--- src/rtl/data_store_buffer.sv ---
`default_nettype none
// ============================================================================
// Module   : data_store_buffer
// Brief    : Posted-store FIFO between the CPU memory stage and the data
//            cache. Loads bypass older stores to other words, and cache
//            traffic is serialised to one outstanding transaction.
// Revision : 1.0 - initial release
// ============================================================================
module data_store_buffer #(
    parameter int DEPTH = 4,
    parameter int PTR_W = 2
) (
    input  logic        clk,
    input  logic        rst,
    input  logic        cpu_req_valid,
    input  logic        cpu_req_wr,
    input  logic [31:0] cpu_addr,
    input  logic [31:0] cpu_wdata,
    input  logic [3:0]  cpu_wstrb,
    output logic        cpu_req_ready,
    output logic [31:0] cpu_rdata,
    output logic        cpu_rvalid,
    output logic        buf_empty,
    output logic [31:0] s_addr,
    output logic        s_rready,
    input  logic [31:0] s_rdata,
    input  logic        s_rvalid,
    output logic [31:0] s_wdata,
    output logic [3:0]  s_wvalid,
    input  logic        s_wready
);

    localparam int               c_cnt_w   = PTR_W + 1;
    localparam logic [c_cnt_w-1:0] c_depth = c_cnt_w'(DEPTH);

    localparam logic [1:0] c_idle    = 2'd0;
    localparam logic [1:0] c_rd_wait = 2'd1;
    localparam logic [1:0] c_wr_wait = 2'd2;

    logic [29:0]        r_addr_mem [DEPTH];
    logic [31:0]        r_data_mem [DEPTH];
    logic [3:0]         r_strb_mem [DEPTH];
    logic [PTR_W-1:0]   r_head;
    logic [PTR_W-1:0]   r_tail;
    logic [c_cnt_w-1:0] r_count;
    logic               r_load_pend;
    logic [31:0]        r_load_addr;
    logic [1:0]         r_state;
    logic               r_cpu_rvalid;
    logic [31:0]        r_cpu_rdata;

    logic [DEPTH-1:0]   w_hit;
    logic               w_conflict;
    logic               w_push;
    logic               w_pop;
    logic               w_load_acc;

    // An entry is live when its distance from head is below count; the
    // in-flight head stays live until its write completes.
    for (genvar i = 0; i < DEPTH; i++) begin : g_hit
        logic [PTR_W-1:0] w_offs;
        assign w_offs   = PTR_W'(i) - r_head;
        assign w_hit[i] = ({1'b0, w_offs} < r_count) &&
                          (r_addr_mem[i] == cpu_addr[31:2]);
    end

    assign w_conflict    = |w_hit;
    assign cpu_req_ready = cpu_req_wr ? (r_count < c_depth)
                                      : (!r_load_pend && !w_conflict);
    assign w_push        = cpu_req_valid && cpu_req_wr && cpu_req_ready &&
                           (cpu_wstrb != 4'b0000);
    assign w_load_acc    = cpu_req_valid && !cpu_req_wr && cpu_req_ready;
    assign w_pop         = (r_state == c_wr_wait) && s_wready;

    always_ff @(posedge clk) begin
        if (w_push) begin
            r_addr_mem[r_tail] <= cpu_addr[31:2];
            r_data_mem[r_tail] <= cpu_wdata;
            r_strb_mem[r_tail] <= cpu_wstrb;
        end
    end

    always_ff @(posedge clk) begin
        if (rst) begin
            r_head       <= '0;
            r_tail       <= '0;
            r_count      <= '0;
            r_load_pend  <= 1'b0;
            r_load_addr  <= '0;
            r_state      <= c_idle;
            r_cpu_rvalid <= 1'b0;
            r_cpu_rdata  <= '0;
        end else begin
            r_cpu_rvalid <= 1'b0;
            if (w_push) r_tail <= r_tail + PTR_W'(1);
            if (w_pop)  r_head <= r_head + PTR_W'(1);
            case ({w_push, w_pop})
                2'b10:   r_count <= r_count + c_cnt_w'(1);
                2'b01:   r_count <= r_count - c_cnt_w'(1);
                default: r_count <= r_count;
            endcase
            if (w_load_acc) begin
                r_load_pend <= 1'b1;
                r_load_addr <= cpu_addr;
            end
            case (r_state)
                c_idle: begin
                    if (r_load_pend)        r_state <= c_rd_wait;
                    else if (r_count != '0) r_state <= c_wr_wait;
                end
                c_rd_wait: begin
                    if (s_rvalid) begin
                        r_cpu_rdata  <= s_rdata;
                        r_cpu_rvalid <= 1'b1;
                        r_load_pend  <= 1'b0;
                        r_state      <= c_idle;
                    end
                end
                c_wr_wait: begin
                    if (s_wready) r_state <= c_idle;
                end
                default: r_state <= c_idle;
            endcase
        end
    end

    // Cache requests are decoded from state alone; IDLE drives nothing, which
    // gives the bubble cycle between transactions.
    always_comb begin
        s_addr   = '0;
        s_wdata  = '0;
        s_wvalid = '0;
        s_rready = 1'b0;
        case (r_state)
            c_rd_wait: begin
                s_rready = 1'b1;
                s_addr   = r_load_addr;
            end
            c_wr_wait: begin
                s_wvalid = r_strb_mem[r_head];
                s_wdata  = r_data_mem[r_head];
                s_addr   = {r_addr_mem[r_head], 2'b00};
            end
            default: ;
        endcase
    end

    assign cpu_rvalid = r_cpu_rvalid;
    assign cpu_rdata  = r_cpu_rdata;
    assign buf_empty  = (r_count == '0) && (r_state != c_wr_wait);

endmodule
`default_nettype wire

--- config.mk ---
export PLATFORM = sky130hd
export DESIGN_NAME = data_store_buffer
export DESIGN_NICKNAME = d
export VERILOG_FILES = /design/src/rtl/data_store_buffer.sv
export SDC_FILE = /design/constraint.sdc
export NUM_CORES = 1
export LEC_CHECK = 0
export ABC_AREA = 0
export CAP_MARGIN = 40
export CORE_UTILIZATION = 59
export CTS_CLUSTER_SIZE = 40
export DETAILED_ROUTE_END_ITERATION = 8
export PLACE_DENSITY = 0.85
export SLEW_MARGIN = 40
export SYNTH_ARGS = -nofsm -noshare
export SYNTH_HDL_FRONTEND = slang
export SYNTH_SLANG_ARGS = --single-unit
--- constraint.sdc ---
create_clock -name clk -period 7.3 [get_ports clk]
set_input_delay 1.095 -clock clk [delete_from_list [all_inputs] [get_ports clk]]
set_output_delay 1.095 -clock clk [all_outputs]
set_load 0.1 [all_outputs]
==> run_results.csv <==
group,metric,value,unit
sta,fmax,221,MHz
placed_design,numPortBuffers,209,
detailed_routing,route.detailed.drc,0,
yosys,synth_seq_cells,341,
yosys,syn_area_per_cell,15.7,sq um
sta,drv_slew,0,
sta,fin_crit,4.53,ns
sta,tns,0,ns
die,die_w,161,um
detailed_routing,drt-wirelength-per-cell,22.8,um
cts,cts_buffers,36,
final_layout,syn_to_final_growth,19.6,%
final_layout,final_nets,1256,
cts,clockRootBuffer,"clkbuf_16",
sta,setup_violations,0,
yosys,synthCells,953,
placed_design,dp_slack,2.84,ns
die,core_area,0.0246,sq mm
pwr,leakage,0.00607,uW
detailed_routing,viasPerCell,5.92,
final_layout,multi_input_area,0.00502,sq mm
yosys,synth_top_family_by_area,"multiplexers",
grt,antenna_found_initial,2,
detailed_routing,vias,8805,
critical_path,end_kind,"output port",
critical_path,worstPathMaxFanout,9,
cts,path_clk_slew,0.06,ns
cts,cts_setup_buffers,0,
die,rows,57,
placed_design,postPlaceCellArea,0.0166,sq mm
grt,grt_pass1_wl,51900,um
hold_path,min-delay-path-class,"flop to flop",
sta,final-hold-violation-count,0,
yosys,synth_edf_count,264,
yosys,synth_simple_gate_area_share,8.17,%
grt,grt_usage,26.7,%
status,status,"finished, final reports clean",
cts,cts.path.max_buffers,3,
sta,fin_crit_sh,62.0,%
yosys,yosys.area_share.adder,1.14,%
pwr,power_density,279,mW/mm^2
sta,relSlewSlack,43.9,%
detailed_routing,drt_iter0_drc,864,
grt,grt_pass1_vias,8922,
die,die_y,161,um
cts,clk_latency,0.52,ns
sta,finalWorstSetupSlack,2.77,ns
die,initial_core_util,60.7,%
grt,grt_max_degree,77,
cts,h-tree-depth,2,
yosys,synth_area,0.0149,sq mm
detailed_routing,wirelength,33900,um
grt,grt_overflow,0,
critical_path,start_kind,"primary input",
yosys,synth_compound_area_share,4.29,%
critical_path,path_class,"primary input to output port",
sta,tightest_slew,0.835,ns
yosys,synth_nets,1072,
final_layout,n_antenna_cell,0,
die,die-area,0.0260,sq mm
critical_path,required,6.20,ns
final_layout,nFillCells,1532,
cts,clkSinkCount,341,
yosys,ys_types,42,
yosys,ys_seq_area_share,63.4,%
cts,postCtsHoldBufs,0,
pwr,ir_worst_vdd,0.000256,V
final_layout,drive_gt1_share,22.3,%
sta,fin_skew,0.0189,ns
yosys,synth-xor-area-share,7.59,%
final_layout,stdcell_area,0.0179,sq mm
detailed_routing,drtAntennaViolNets,0,
sta,rsz0062_at_grt,"no",
final_layout,seqCellArea,0.00948,sq mm
cts,cts_tree,"done",
yosys,yosys_warnings,0,
yosys,synth-async-reset-ratio,0,%
pwr,totalPowerFinal,4980,uW
placed_design,place_congestion,0.842,
yosys,synthMuxAreaShare,12.2,%
die,io_pins,210,
detailed_routing,dr.pass1.iters,7,
placed_design,dpl.hpwl,21300,um
cts,cts_resized,0,
job,maxCapViolations,0,
critical_path,arrival,3.43,ns
yosys,ys.flop_type,"edfxtp_1",
==> final cells by class <==
type | instances | area share [%]
flip-flops and latches | 341 | 53.0
inverters | 16 | 0.336
repair buffers | 222 | 9.53
clock inverters | 21 | 1.26
multi-input cells | 520 | 28.1
clock buffers | 43 | 5.47
well taps | 324 | 2.27
==> flip-flops by register name, indices dropped and copies added (netlist names), named ones only <==
register,count
r_addr_mem,120
cpu_rdata,32
r_state,2
r_head,2
r_tail,2
r_load_addr,32
r_load_pend,1
r_strb_mem,16
r_data_mem,128
cpu_rvalid,1
r_count,3
==> power by group <==
| part | leakage [uW] | switching (uW) | internal, uW |
|---|---|---|---|
| registers | 0.00302 | 40.0 | 2150 |
| clock network | 0.000596 | 735 | 1130 |
| logic | 0.00245 | 636 | 288 |
| total | 0.00607 | 1410 | 3570 |
==> Yosys cell counts (5+ instances only) <==
| cell | n | area (sq um) |
|---|---|---|
| a22oi_1 | 31 | 233 |
| nor2_1 | 11 | 41.3 |
| buf_2 | 28 | 140 |
| dfxtp_1 | 77 | 1540 |
| and2_1 | 41 | 257 |
| nand4_1 | 28 | 175 |
| xor2_1 | 12 | 105 |
| xnor2_1 | 110 | 963 |
| nand2b_1 | 66 | 413 |
| buf_6 | 8 | 90.1 |
| edfxtp_1 | 264 | 7930 |
| mux4_2 | 66 | 1490 |
| mux2i_1 | 33 | 330 |
| nor4_1 | 5 | 31.3 |
| nand3_1 | 7 | 35.0 |
| inv_1 | 16 | 60.1 |
| clkbuf_1 | 35 | 131 |
| a22o_1 | 32 | 280 |
| ha_1 | 12 | 150 |
| nor2b_1 | 31 | 194 |
==> critical path, cell delays in order <==
cell and delay (ns):
clkdlybuf4s50_1 0.62, xnor2_1 0.32, nand4_1 0.16, nor4_1 0.47
a311oi_1 0.19, nand4_1 0.15, o21ai_0 0.10, buf_2 0.32
==> kinds of logic (layout without fill, tap and decap cells) <==
family          after synthesis  count (layout)
buf+inv                      92             302
simple gates                202             202
compound gates               80              80
fa+ha+maj                    13              13
flops                       341             341
xor+xnor                    126             126
mux                          99              99
==> cell usage in the layout (no fill, tap or decap), types with 2 or more instances in the layout <==
cell type,synthesis,final
a2111oi_0,2,2
a21oi_1,4,3
a21oi_2,1,2
a22o_1,32,32
a22oi_1,31,31
and2_1,41,37
and2_2,0,3
and3_1,2,2
buf_12,2,3
buf_2,28,104
buf_4,2,11
bufinv_16,0,5
clkbuf_1,35,3
clkbuf_16,0,37
clkbuf_8,0,3
clkdlybuf4s50_1,0,104
clkinv_1,0,6
clkinv_2,0,9
dfxtp_1,77,75
dfxtp_4,0,2
edfxtp_1,264,264
ha_1,12,10
inv_1,16,16
mux2i_1,33,33
mux4_2,66,66
nand2_1,4,4
nand2b_1,66,66
nand3_1,7,7
nand4_1,28,28
nor2_1,11,10
nor2b_1,31,31
nor3_1,4,4
nor4_1,5,3
nor4_2,1,3
o21ai_0,3,3
xnor2_1,110,110
xnor2_2,4,4
xor2_1,12,12
==> per-stage QoR <==
stage	util, %	hold WS (ns)	std cells
floorplan	-	0.444	953
global placement	69.5	0.454	1420
detailed placement	67.6	0.459	1422
CTS	72.5	0.473	1486
global route	72.6	0.477	1487
finish	72.6	0.471	1487
==> worst paths after layout <==
kind,start,endpoint,slack [ns],cells after the start
setup / recovery,cpu_addr[30],cpu_req_ready,2.77,8
hold / removal,r_load_addr[3]$_SDFFE_PP0P_,r_load_addr[3]$_SDFFE_PP0P_,0.47,2
setup reg to reg,r_count[2]$_SDFFE_PP0P_,r_addr_mem[3][6]$_DFFE_PP_,4.29,3
hold reg to reg,r_load_addr[3]$_SDFFE_PP0P_,r_load_addr[3]$_SDFFE_PP0P_,0.47,2
==> per-layer routing <==
metal  up-vias  wire length [um]  GRT usage [%]
li1       3930                 -              -
met1      4416             13300           35.8
met2       386             16600           43.3
met3        69              3050           6.68
met4         4               856           8.40
met5         -                28              0
No activity file was read; power rests on OpenSTA's default activity.
